$ cat src/rtl/text_pixel_pipeline.sv
// Character-cell pixel generator: registered font ROM address, glyph bit
// select, blink/cursor/reverse modifiers, colour out with 2-cycle latency.
module text_pixel_pipeline #(
  parameter int GLYPH_W      = 8,
  parameter int GLYPH_H      = 16,
  parameter int COLOR_W      = 3,
  parameter int BLINK_FRAMES = 16,
  parameter int CURSOR_TOP   = 14,
  parameter int XW           = (GLYPH_W > 1) ? $clog2(GLYPH_W) : 1,
  parameter int YW           = (GLYPH_H > 1) ? $clog2(GLYPH_H) : 1
) (
  input  logic               clk,
  input  logic               rst_n,
  input  logic               frame_start,
  input  logic               in_valid,
  input  logic [XW-1:0]      glyph_x,
  input  logic [YW-1:0]      glyph_y,
  input  logic [7:0]         char_ascii,
  input  logic [COLOR_W-1:0] char_fg,
  input  logic [COLOR_W-1:0] char_bg,
  input  logic               char_blink,
  input  logic               char_reverse,
  input  logic               cursor_en,
  input  logic               cursor_here,
  output logic [7:0]         font_ascii,
  output logic [YW-1:0]      font_row,
  input  logic [GLYPH_W-1:0] font_pixels,
  output logic               pix_valid,
  output logic [COLOR_W-1:0] pix_color,
  output logic               pix_on,
  output logic               blink_phase
);
  localparam int BW = (BLINK_FRAMES > 1) ? $clog2(BLINK_FRAMES) : 1;

  // vld_pipe[0] = stage-1 valid, vld_pipe[1] = pix_valid
  logic [1:0]         vld_pipe_q, vld_pipe_d;
  logic [XW-1:0]      s1_x_q, s1_x_d;
  logic [YW-1:0]      s1_y_q, s1_y_d;
  logic [COLOR_W-1:0] s1_fg_q, s1_fg_d, s1_bg_q, s1_bg_d;
  logic               s1_blink_q, s1_blink_d, s1_rev_q, s1_rev_d;
  logic               s1_cur_q, s1_cur_d, s1_phase_q, s1_phase_d;
  logic [7:0]         font_ascii_q, font_ascii_d;
  logic [YW-1:0]      font_row_q, font_row_d;
  logic [COLOR_W-1:0] pix_color_q, pix_color_d;
  logic               pix_on_q, pix_on_d;
  logic [BW-1:0]      blink_cnt_q, blink_cnt_d;
  logic               blink_phase_q, blink_phase_d;

  logic [GLYPH_W-1:0] row_lr;   // row_lr[i] = pixel at column i (MSB of ROM is leftmost)
  logic               glyph_bit;
  logic [COLOR_W-1:0] col_f, col_b;

  // Stage 1: capture pixel attributes; ROM address only advances on valid pixels
  always_comb begin
    vld_pipe_d    = {vld_pipe_q[0], in_valid};
    s1_x_d        = glyph_x;
    s1_y_d        = glyph_y;
    s1_fg_d       = char_fg;
    s1_bg_d       = char_bg;
    s1_blink_d    = char_blink;
    s1_rev_d      = char_reverse;
    s1_cur_d      = cursor_en & cursor_here;
    s1_phase_d    = blink_phase_q;  // pre-update phase, even with coincident frame_start
    font_ascii_d  = font_ascii_q;
    font_row_d    = font_row_q;
    if (in_valid) begin
      font_ascii_d = char_ascii;
      font_row_d   = glyph_y;
    end
  end

  // Blink counter: phase toggles once every BLINK_FRAMES frame_start pulses
  always_comb begin
    blink_cnt_d   = blink_cnt_q;
    blink_phase_d = blink_phase_q;
    if (frame_start) begin
      if (32'(blink_cnt_q) == BLINK_FRAMES - 1) begin
        blink_cnt_d   = '0;
        blink_phase_d = ~blink_phase_q;
      end else begin
        blink_cnt_d = blink_cnt_q + BW'(1);
      end
    end
  end

  // Stage 2: select glyph bit, apply blink/cursor/reverse, blank invalid pixels
  always_comb begin
    for (int i = 0; i < GLYPH_W; i++) row_lr[i] = font_pixels[GLYPH_W-1-i];
    glyph_bit = 1'b0;
    if (32'(s1_x_q) < GLYPH_W) glyph_bit = row_lr[s1_x_q];
    if (s1_blink_q && s1_phase_q) glyph_bit = 1'b0;
    if (s1_cur_q && !s1_phase_q && (32'(s1_y_q) >= CURSOR_TOP)) glyph_bit = 1'b1;
    col_f       = s1_rev_q ? s1_bg_q : s1_fg_q;
    col_b       = s1_rev_q ? s1_fg_q : s1_bg_q;
    pix_color_d = '0;
    pix_on_d    = 1'b0;
    if (vld_pipe_q[0]) begin
      pix_color_d = glyph_bit ? col_f : col_b;
      pix_on_d    = glyph_bit;
    end
  end

  // All state registers, synchronous active-low reset
  always_ff @(posedge clk) begin
    if (!rst_n) begin
      vld_pipe_q    <= '0;
      s1_x_q        <= '0;
      s1_y_q        <= '0;
      s1_fg_q       <= '0;
      s1_bg_q       <= '0;
      s1_blink_q    <= 1'b0;
      s1_rev_q      <= 1'b0;
      s1_cur_q      <= 1'b0;
      s1_phase_q    <= 1'b0;
      font_ascii_q  <= '0;
      font_row_q    <= '0;
      pix_color_q   <= '0;
      pix_on_q      <= 1'b0;
      blink_cnt_q   <= '0;
      blink_phase_q <= 1'b0;
    end else begin
      vld_pipe_q    <= vld_pipe_d;
      s1_x_q        <= s1_x_d;
      s1_y_q        <= s1_y_d;
      s1_fg_q       <= s1_fg_d;
      s1_bg_q       <= s1_bg_d;
      s1_blink_q    <= s1_blink_d;
      s1_rev_q      <= s1_rev_d;
      s1_cur_q      <= s1_cur_d;
      s1_phase_q    <= s1_phase_d;
      font_ascii_q  <= font_ascii_d;
      font_row_q    <= font_row_d;
      pix_color_q   <= pix_color_d;
      pix_on_q      <= pix_on_d;
      blink_cnt_q   <= blink_cnt_d;
      blink_phase_q <= blink_phase_d;
    end
  end

  assign font_ascii  = font_ascii_q;
  assign font_row    = font_row_q;
  assign pix_valid   = vld_pipe_q[1];
  assign pix_color   = pix_color_q;
  assign pix_on      = pix_on_q;
  assign blink_phase = blink_phase_q;
endmodule
$ cat config.mk
export PLATFORM = sky130hd
export DESIGN_NAME = text_pixel_pipeline
export DESIGN_NICKNAME = d
export VERILOG_FILES = /design/src/rtl/text_pixel_pipeline.sv
export SDC_FILE = /design/constraint.sdc
export NUM_CORES = 1
export LEC_CHECK = 0
export BUFFER_PORTS_ARGS = -buffer_cell sky130_fd_sc_hd__clkbuf_2
export CORE_MARGIN = 5
export CORE_UTILIZATION = 35
export DETAILED_ROUTE_END_ITERATION = 10
export PLACE_DENSITY_LB_ADDON = 0.15
export SETUP_SLACK_MARGIN = 0.3
export SLEW_MARGIN = 20
export SYNTH_ARGS = -nofsm -noshare
export SYNTH_HDL_FRONTEND = slang
export SYNTH_SLANG_ARGS = --single-unit
$ cat constraint.sdc
create_clock -name clk -period 2.4 [get_ports clk]
set_clock_uncertainty 0.2 [all_clocks]
set_input_delay 0.36 -clock clk [delete_from_list [all_inputs] [get_ports clk]]
set_output_delay 0.36 -clock clk [all_outputs]
set_load 0.01 [all_outputs]
* Word-level counts from Yosys, hierarchy flattened
Cells that the tools add are included.
** Storage, ports and cells
- Register bits after elaboration :: 40
- Bits of input ports :: 37
- Output and inout port bits :: 18
- Logic and storage cells :: 35
** Operators by class
- Muxes and demuxes :: 8
- Add/sub/neg operators :: 1
- Equal/unequal tests :: 1
- Bitwise operators :: 2
- Magnitude comparators :: 2
- Reductions and logical operators :: 6
** Operators with widths (number)
- $mux W3 :: 3
- $add A4 B1 Y4 const B :: 1
- $eq A4 B4 Y1 const B :: 1
- $ge A4 B4 Y1 const B :: 1
- $lt A3 B4 Y1 const B :: 1
- $mux W4 :: 1
- $reduce_and A2 Y1 :: 2
- $bmux W1 S3 :: 1
- $logic_and A1 B1 Y1 :: 3
- $mux W1 :: 3
- $and A1 B1 Y1 :: 1
- $logic_not A1 Y1 :: 1
- $not A1 Y1 :: 1

* Longest topological paths before layout
Gate-level depths: netlist of the first run.
- Depth after elaboration :: 5
- Gate-level depth with buffers :: 5

* Least setup slack after synthesis of the first run
No wires, ideal clock.
- Path type :: register to register
- From :: register s1_x_q[0]
- To :: register pix_color_q[0], in the netlist pix_color[0]
- Setup slack :: 0.590 ns
- Cell stages (with the launch flop) :: 6
- Data arrival time :: 1.538 ns
- Period minus slack after synthesis :: 1.810 ns
- Buffers on the path :: 0
- Path through :: dfxtp_1 -> mux4_2 -> a2bb2oi_2 -> a21oi_4 -> xnor2_2 -> mux2i_1
** Between the ends
- Cells in the longest elaborated chain, start to end :: 5
** Ends and longest elaborated chain
- start, declared :: RTL line 37 : logic [XW-1:0] s1_x_q, s1_x_d;
- start signal, assigned :: RTL line 107 : s1_x_q <= '0;
- start signal, assigned :: RTL line 123 : s1_x_q <= s1_x_d;
- $bmux W1 S3 :: RTL line 90 : if (32'(s1_x_q) < GLYPH_W) glyph_bit = row_lr[s1_x_q];
- $mux W1 (implied by the code) :: RTL line 90
- $mux W1 :: RTL line 91 : if (s1_blink_q && s1_phase_q) glyph_bit = 1'b0;
- $mux W1 :: RTL line 92 : if (s1_cur_q && !s1_phase_q && (32'(s1_y_q) >= CURSOR_TOP)) glyph_bit = 1'b1;
- $mux W3 :: RTL line 98 : pix_color_d = glyph_bit ? col_f : col_b;
- end signal, assigned :: RTL line 133 : pix_color_q <= pix_color_d;
- end, declared :: RTL line 44 : logic [COLOR_W-1:0] pix_color_q, pix_color_d;
No other way between the ends. The select of a mux whose other input is x is not followed.
A chain may end at the register's enable or synchronous reset.

* Worst setup path after layout of the first run
Same ends and word-level chain as after synthesis.

==> results of run 1 <==
state kept, by name, summed over array words and instances (netlist names):
| register | flops |
|---|---|
| blink_cnt_q | 4 |
| blink_phase | 1 |
| font_ascii | 8 |
| font_row | 4 |
| pix_color | 3 |
| pix_on | 1 |
| s1_bg_q | 3 |
| s1_blink_q | 1 |
| s1_cur_q | 1 |
| s1_fg_q | 3 |
| s1_phase_q | 1 |
| s1_rev_q | 1 |
| s1_x_q | 3 |
| s1_y_q | 3 |
| vld_pipe_q | 2 |
cell families after synthesis:
group | count (synthesis) | share of synthesized area, %
muxes | 19 | 14.3
buffers and inverters | 8 | 2.21
and+or+nand+nor | 48 | 19.5
xor gates and xnor gates | 3 | 2.39
adders and majority gates | 1 | 0.884
DFF | 39 | 55.2
AOI/OAI and AO/OA | 8 | 5.48
how the worst min path moves through the flow:
stage	slack, ns	depth (start not counted)	to
after floorplan	0.22	2	pix_color[0]$_SDFF_PN0_
after global placement	0.23	2	pix_color[2]$_SDFF_PN0_
after global routing	0.07	2	s1_bg_q[1]$_SDFF_PN0_
after CTS	0.07	2	s1_x_q[2]$_SDFF_PN0_
final	0.08	2	s1_bg_q[0]$_SDFF_PN0_
after detailed placement	0.24	2	pix_color[0]$_SDFF_PN0_
cell type report:
type                    count  area (µm²)
clock buffers               6        72.6
fillers                   397        2150
inverters                   2        7.51
repair buffers             55         278
well taps                  50        62.6
clock inverters             2        12.5
multi-input cells          79         603
flip-flops and latches     39         781
routing by layer:
| metal | vias up | wire (µm) | track usage [%] | part of all wire, % |
|---|---|---|---|---|
| met5 | - | 0 | 0 | 0 |
| li1 | 525 | - | - | - |
| met2 | 40 | 1310 | 18.2 | 48 |
| met4 | 0 | 55 | 6.04 | 2.0 |
| met3 | 5 | 301 | 4.38 | 11 |
| met1 | 450 | 1070 | 11.9 | 39 |
cells in the mapped netlist:
master	instances
dfxtp_1	39
and2_1	19
mux2i_1	18
nor2b_1	16
nand2_1	7
clkbuf_1	5
a21oi_1	2
inv_1	2
nand4_1	2
nor2_1	2
xnor2_1	2
a21oi_4	1
a22oi_1	1
a2bb2oi_2	1
a311oi_1	1
a41o_1	1
and3_1	1
buf_2	1
ha_1	1
mux4_2	1
nand3_1	1
o211a_1	1
xnor2_2	1
worst max-delay path: cells and delay by family, from the launching register on:
family	cells	cell delay, ns
mux	2	0.75
flops	1	0.42
compound gates	2	0.32
xor+xnor	1	0.17
stage by stage:
stage	power [mW]	util (%)	hold slack (ns)
floorplan	0.787	-	0.220
global placement	0.840	43.6	0.231
detailed placement	0.845	43.6	0.239
CTS	1.27	45.7	0.0716
global route	1.30	45.7	0.0724
finish	1.24	45.7	0.0814
power groups by stage:
| stage | registers, mW | clock network (mW) | logic, mW |
|---|---|---|---|
| floorplan | 0.714 | 0 | 0.0738 |
| global placement | 0.708 | 0 | 0.132 |
| detailed placement | 0.709 | 0 | 0.136 |
| CTS | 0.694 | 0.435 | 0.137 |
| global route | 0.698 | 0.458 | 0.149 |
| finish | 0.694 | 0.414 | 0.134 |
==> flow_summary.rst, run 1 <==
.. list-table::
   :header-rows: 1

   * - Metric
     - Value
   * - Run status
     - finished clean
   * - Sequential fraction of the synthesis area
     - 55.2%
   * - Worst-case reg-to-reg path depth
     - 5
   * - Chip width
     - ~74 µm
   * - Static power due to leakage
     - between 0.8 and 0.9 nW
   * - Synth top area cells
     - dfxtp_1 55%, mux2i_1 13%, and2_1 8.4%
   * - Final Wtd Congestion
     - 0.832
   * - Number of remaining DRC errors
     - 0
   * - Fraction of power consumed by sequential logic
     - 55.9%
   * - Y dimension of the die
     - 73.6 µm
   * - Total inserted antenna cells
     - 0
   * - Longest individual stage delay on the worst path
     - 0.54 ns
   * - Synthesis-to-finish area growth
     - 28.4%
   * - Core outline area
     - 0.00397 mm²
   * - DP HPWL
     - 2150 µm
   * - GRT Residual Overflow
     - 0
   * - Final setup TNS
     - 0 ns
   * - Reg-to-reg endpoint
     - pix_color[0]$_SDFF_PN0_
   * - CTS clock-pin slew for the worst setup and hold paths
     - 0.07 ns
   * - Clock Latency Late Sink
     - approximately 0.28 ns
   * - Count of TritonRoute iterations in the first routing pass
     - 3
   * - Effective utilization at floorplan
     - approximately 36%
   * - Synthesized flop and latch total
     - 39
   * - Achievable Freq
     - 517 MHz
   * - Die outline area
     - 0.00541 mm²
   * - Number of I/O pins
     - 55
   * - Gate count after technology mapping
     - 126
   * - Internal power contribution
     - 0.956 mW
   * - Worst setup slack before clock tree synthesis
     - 0.464 ns
   * - Arrival time worst endpoint
     - 1.95 ns
   * - CTS Hold Buffers Added
     - 0
   * - Net count of the mapped netlist
     - between 150 and 200
   * - Vias in the first global route
     - 1109
   * - Core Rows
     - 23
   * - Buffer levels on the longest clock path
     - 2
   * - Cell type of the slowest stage on the worst timing path
     - mux4_2
   * - Initial antenna violation count
     - 0
   * - Master cell of the clock root buffer
     - clkbuf_8
   * - Overall Global Routing Usage
     - 11.0%
   * - Count of input and output buffers
     - 54
   * - Startpoint types
     - flip-flop
   * - Combinational power share
     - 10.8%
   * - Count of distinct cell types in the synthesized netlist
     - 23
   * - Minimum clock period after layout
     - approximately 1.9 ns
   * - Number of sinks handled by clock tree synthesis
     - 39
   * - Post-synthesis instance area
     - 0.00142 mm²
   * - Worst rel slew slack
     - 73.7%
   * - Worst setup slack after layout
     - 0.465 ns
   * - Share of post-route cells with drive strength above 1
     - a little over a third
   * - Global-route wire length before repair
     - about 4500 µm
   * - Count of maximum capacitance violations
     - 0
   * - Clock power share
     - between 30% and 40%
   * - Max rail drop VDD
     - roughly 0.31 mV
   * - Switching power as a share of total power
     - 23.0%
   * - Most common cell after layout, fill and taps aside
     - clkbuf_2
   * - Startpoint of the lowest-slack register-to-register path
     - s1_x_q[0]$_SDFF_PN0_
   * - Cell count after placement
     - approximately 230
   * - Count of endpoints failing setup in the final report
     - 0
   * - Pins over their slew limit
     - 0
   * - Most used cells in the layout excluding fill and tap cells
     - 54 x clkbuf_2, 39 x dfxtp_1, 19 x and2_1, 18 x mux2i_1, 16 x nor2b_1
   * - Net switching component of the power
     - around 0.29 mW
   * - Post-CTS setup-driven buffer insertion count
     - 0
   * - Worst path cell trace
     - mux4_2 -> a2bb2oi_2 -> a21oi_4 -> xnor2_2 -> mux2i_1
   * - Maximum net fanout on the critical path
     - 3
   * - WL/cell
     - 11.8 µm
   * - Top-area cell type share of the netlist area
     - 55.2%
   * - Power per standard cell area
     - 684 mW/mm²
   * - Final worst-path cycle share
     - 80.6%
   * - Launch point of the critical path
     - s1_x_q[0]$_SDFF_PN0_
   * - Hold/Removal Path Class
     - input port to flip-flop
   * - Type of destination of the critical path
     - flip-flop
   * - Via density per instance
     - 4.38
   * - Category of the critical setup timing path
     - flip-flop to flip-flop
   * - Count of nets after finishing
     - 220
   * - H-Tree Depth
     - 2
   * - Final std cells w/o fill
     - 233
   * - Cell Area, Placed
     - 0.00173 mm²
   * - Post-cts sizing count
     - 0
   * - Routed wire length
     - ~2700 µm
   * - Worst setup path endpoint
     - pix_color[0]$_SDFF_PN0_
   * - Detailed Route Iter0 Violations
     - 29
   * - Count of antenna-violating nets left after detailed routing
     - 0
   * - Cell taking the most area after synthesis
     - dfxtp_1
   * - Avg Synthesized Cell Area
     - 11.2 µm²
   * - Largest net degree at the start of global routing
     - 27
   * - Internal reg-to-reg setup slack
     - 0.46 ns
   * - Slew at the pin with the worst max-slew slack
     - just under 0.4 ns
   * - Clock tree from TritonCTS
     - done
   * - Final hold violation count
     - 0
   * - Min-Delay Startpoint
     - char_bg[0]
   * - Count of synthesis-stage warnings from yosys
     - 0
   * - Critical Path RT
     - around 2.4 ns
   * - Final design area excluding fillers
     - about 0.0018 mm²
   * - Vias after detailed routing
     - 1020
   * - Setup repair after global routing missed its margin
     - false
   * - Number of CTS-inserted buffers
     - 5
No activity file was read; power rests on OpenSTA's default activity.
==> run 2: changes to the inputs <==
Settings changed: ABC_AREA from default to 1.
Clock period 2.4 ns to 1.9 ns, I/O delays scaled along.
==> flow_summary.rst, run 2 <==
.. list-table::
   :header-rows: 1

   * - Metric
     - Value
   * - Run status
     - finished clean (unchanged)
   * - Y dimension of the die
     - 75.1 µm (was 73.6 µm)
   * - Pins over their slew limit
     - 0 (unchanged)
   * - Vias in the first global route
     - 1314 (was 1109)
   * - Slew at the pin with the worst max-slew slack
     - 0.381 ns (was 0.394 ns)
   * - Final Wtd Congestion
     - 0.764 (was 0.832)
   * - Core outline area
     - 0.00406 mm² (was 0.00397 mm²)
   * - Avg Synthesized Cell Area
     - 7.68 µm² (was 11.2 µm²)
   * - Count of endpoints failing setup in the final report
     - 0 (unchanged)
   * - Detailed Route Iter0 Violations
     - 56 (was 29)
   * - Share of post-route cells with drive strength above 1
     - 26.1% (was 36.1%)
   * - Startpoint types
     - flip-flop (unchanged)
   * - Post-CTS setup-driven buffer insertion count
     - 0 (unchanged)
   * - Fill cell instance count of the final layout
     - 409 (was 397)
   * - Multi-input combinational cell area
     - 556 µm² (was 603 µm²)
   * - Count of TritonRoute iterations in the first routing pass
     - 4 (was 3)
   * - CTS clock-pin slew for the worst setup and hold paths
     - 0.07 ns (about the same)
   * - Count of distinct cell types in the synthesized netlist
     - 20 (was 23)
   * - Count of synthesis-stage warnings from yosys
     - 0 (unchanged)
   * - Final hold violation count
     - 0 (unchanged)
   * - Most common cell after layout, fill and taps aside
     - clkbuf_2 (unchanged)
   * - Number of I/O pins
     - 55 (unchanged)
   * - Count of maximum capacitance violations
     - 0 (unchanged)
   * - Maximum net fanout on the critical path
     - 3 (unchanged)
   * - Cell taking the most area after synthesis
     - dfxtp_1 (unchanged)
   * - Most frequent cells after synthesis
     - 42 x nand2_1, 39 x dfxtp_1, 33 x nor2_1 (was 39 x dfxtp_1, 19 x and2_1, 18 x mux2i_1)
   * - Clock Latency Late Sink
     - 0.28 ns (about the same)
   * - Share of flip-flops with an asynchronous set or reset after synthesis
     - 0% (unchanged)
   * - Core Rows
     - 23 (unchanged)
   * - Power per standard cell area
     - 828 mW/mm² (was 684 mW/mm²)
   * - Hold/Removal Path Class
     - input port to flip-flop (unchanged)
   * - Type of destination of the critical path
     - flip-flop (unchanged)
   * - Sequential fraction of the synthesis area
     - 52.7% (was 55.2%)
   * - Static power due to leakage
     - 1.12 nW (was 0.867 nW)
   * - Clock tree from TritonCTS
     - done (unchanged)
   * - Total inserted antenna cells
     - 0 (unchanged)
   * - Category of the critical setup timing path
     - flip-flop to flip-flop (unchanged)
   * - H-Tree Depth
     - 2 (unchanged)
   * - Critical Path RT
     - 1.88 ns (was 2.41 ns)
   * - Die outline area
     - 0.00564 mm² (was 0.00541 mm²)
   * - Number of remaining DRC errors
     - 0 (unchanged)
   * - Count of antenna-violating nets left after detailed routing
     - 0 (unchanged)
   * - Max rail drop VDD
     - 0.472 mV (was 0.309 mV)
   * - Count of nets after finishing
     - 301 (was 220)
   * - Gate count after technology mapping
     - 193 (was 126)
   * - WL/cell
     - 9.93 µm (was 11.8 µm)
   * - Number of CTS-inserted buffers
     - 5 (unchanged)
   * - EDFF count, synth
     - 0 (unchanged)
   * - Most used cells in the layout excluding fill and tap cells
     - 54 x clkbuf_2, 42 x nand2_1, 39 x dfxtp_1, 33 x nor2_1, 30 x inv_1 (was 54 x clkbuf_2, 39 x dfxtp_1, 19 x and2_1, 18 x mux2i_1, 16 x nor2b_1)
   * - Top-area cell type share of the netlist area
     - 52.7% (was 55.2%)
   * - Final worst-path cycle share
     - 70.1% (was 80.6%)
   * - Net count of the mapped netlist
     - 231 (was 164)
   * - GRT Residual Overflow
     - 0 (unchanged)
   * - Largest register FFs
     - 8 (unchanged)
   * - Final Core Density
     - 50.4% (was 45.7%)
   * - Setup repair after global routing missed its margin
     - false (unchanged)
   * - Achievable Freq
     - 751 MHz (was 517 MHz)
   * - Storage cell area
     - 781 µm² (unchanged)
   * - Final setup TNS
     - 0 ns (unchanged)
   * - Worst rel slew slack
     - 74.6% (was 73.7%)
   * - Overall Global Routing Usage
     - 12.3% (was 11.0%)
   * - Via density per instance
     - 4.20 (was 4.38)
   * - Commonest register cell after synthesis
     - dfxtp_1 (unchanged)
   * - Master cell of the clock root buffer
     - clkbuf_8 (unchanged)
   * - Hold Slack
     - 0.00238 ns (was 0.0814 ns)
   * - Synthesized flop and latch total
     - 39 (unchanged)
   * - Vias after detailed routing
     - 1320 (was 1020)
   * - DP HPWL
     - 2180 µm (was 2150 µm)
   * - Number of sinks handled by clock tree synthesis
     - 39 (unchanged)
   * - Post-synthesis instance area
     - 0.00148 mm² (was 0.00142 mm²)
   * - Initial antenna violation count
     - 0 (unchanged)
   * - Synthesis-to-finish area growth
     - 37.8% (was 28.4%)
   * - Effective utilization at floorplan
     - 36.5% (was 35.6%)
   * - Buffer levels on the longest clock path
     - 2 (unchanged)
   * - Minimum clock period after layout
     - 1.33 ns (was 1.94 ns)
   * - Count of input and output buffers
     - 54 (unchanged)
   * - Largest net degree at the start of global routing
     - 21 (was 27)
   * - Chip width
     - 75.1 µm (was 73.6 µm)
   * - Synth top area cells
     - dfxtp_1 53%, nand2_1 11%, nor2_1 8.4% (was dfxtp_1 55%, mux2i_1 13%, and2_1 8.4%)
   * - Global-route wire length before repair
     - 5310 µm (was 4530 µm)
   * - Routed wire length
     - 3120 µm (was 2740 µm)
   * - Arrival time worst endpoint
     - 1.32 ns (was 1.95 ns)
   * - Most repeated cell in the gate-level netlist after synthesis
     - nand2_1 (was dfxtp_1)
-- run 2: cell count changes after synthesis, sizes merged, moves of 2 or more --
cell,change
xnor2,-2
nor2b,-16
nand2,+37
nor2,+31
and2,-19
o21ai,+14
nand3,+10
inv,+29
mux2i,-15
a21oi,+4
-- run 2: layout make-up --
class	instances	share of cell area, %
flip-flops and latches	39	38.2
inverters	31	5.70
well taps	50	3.06
repair buffers	70	20.9
multi-input cells	116	27.2
clock buffers	8	4.90
-- run 2: cells by family (layout without fill, tap and decap cells) --
kind of cell	count (synthesis)	in the layout	synth area share [%]
adder cells (fa/ha/maj)	1	1	0.844
XOR/XNOR	1	1	0.591
buffers and inverters	38	109	9.87
AND/OR/NAND/NOR	90	90	26.9
flip-flops	39	39	52.7
AO/OA/AOI/OAI	21	21	7.09
multiplexers	3	3	2.03
-- run 2: what timing repair did --
item,in CTS,in global routing
hold endpoints to repair,15,0
hold buffers,16,0
setup endpoints to repair,0,1
resized for setup,0,0
-- run 2: worst max-delay path, cell delays in order (launching register included) --
cell and delay, ns:
dfxtp_1 0.37, ha_1 0.18, nand3_1 0.13, nor2_1 0.18, xnor2_1 0.13, nor2_1 0.05
-- run 2: worst paths after layout --
kind | start | endpoint | slack, ns | cells after the start
setup / recovery | blink_cnt_q[0]$_SDFFE_PN0P_ | blink_phase$_SDFFE_PN0P_ | 0.57 | 5
hold / removal | cursor_en | s1_cur_q$_SDFF_PN0_ | 0.002 | 3
setup reg to reg | blink_cnt_q[0]$_SDFFE_PN0P_ | blink_phase$_SDFFE_PN0P_ | 0.57 | 5
hold reg to reg | vld_pipe_q[0]$_SDFF_PN0_ | pix_on$_SDFF_PN0_ | 0.26 | 2
-- run 2: report_power, final --
part           switching, mW  internal (mW)  total (mW)
sequential            0.0241          0.861       0.885
clock                  0.269          0.331       0.601
combinational          0.103          0.102       0.205
-- run 2: routing by layer --
metal	share of wire, %	wire, µm	vias up	GRT usage [%]
met5	0	0	-	0
met4	0.48	15	0	5.34
met3	7.4	232	2	5.21
met2	47	1460	36	19.7
met1	45	1410	558	14.3
li1	-	-	724	-
-- run 2: per-stage QoR --
step,instances,instance area [µm²],power [mW],setup WS [ns]
2_1_floorplan,193,1480,1.01,0.675
4_1_cts,315,2050,1.72,0.352
3_5_place_dp,291,1790,1.09,0.554
6_report,314,2040,1.69,0.569
5_1_grt,314,2040,1.79,0.409
3_3_place_gp,291,1790,1.08,0.574
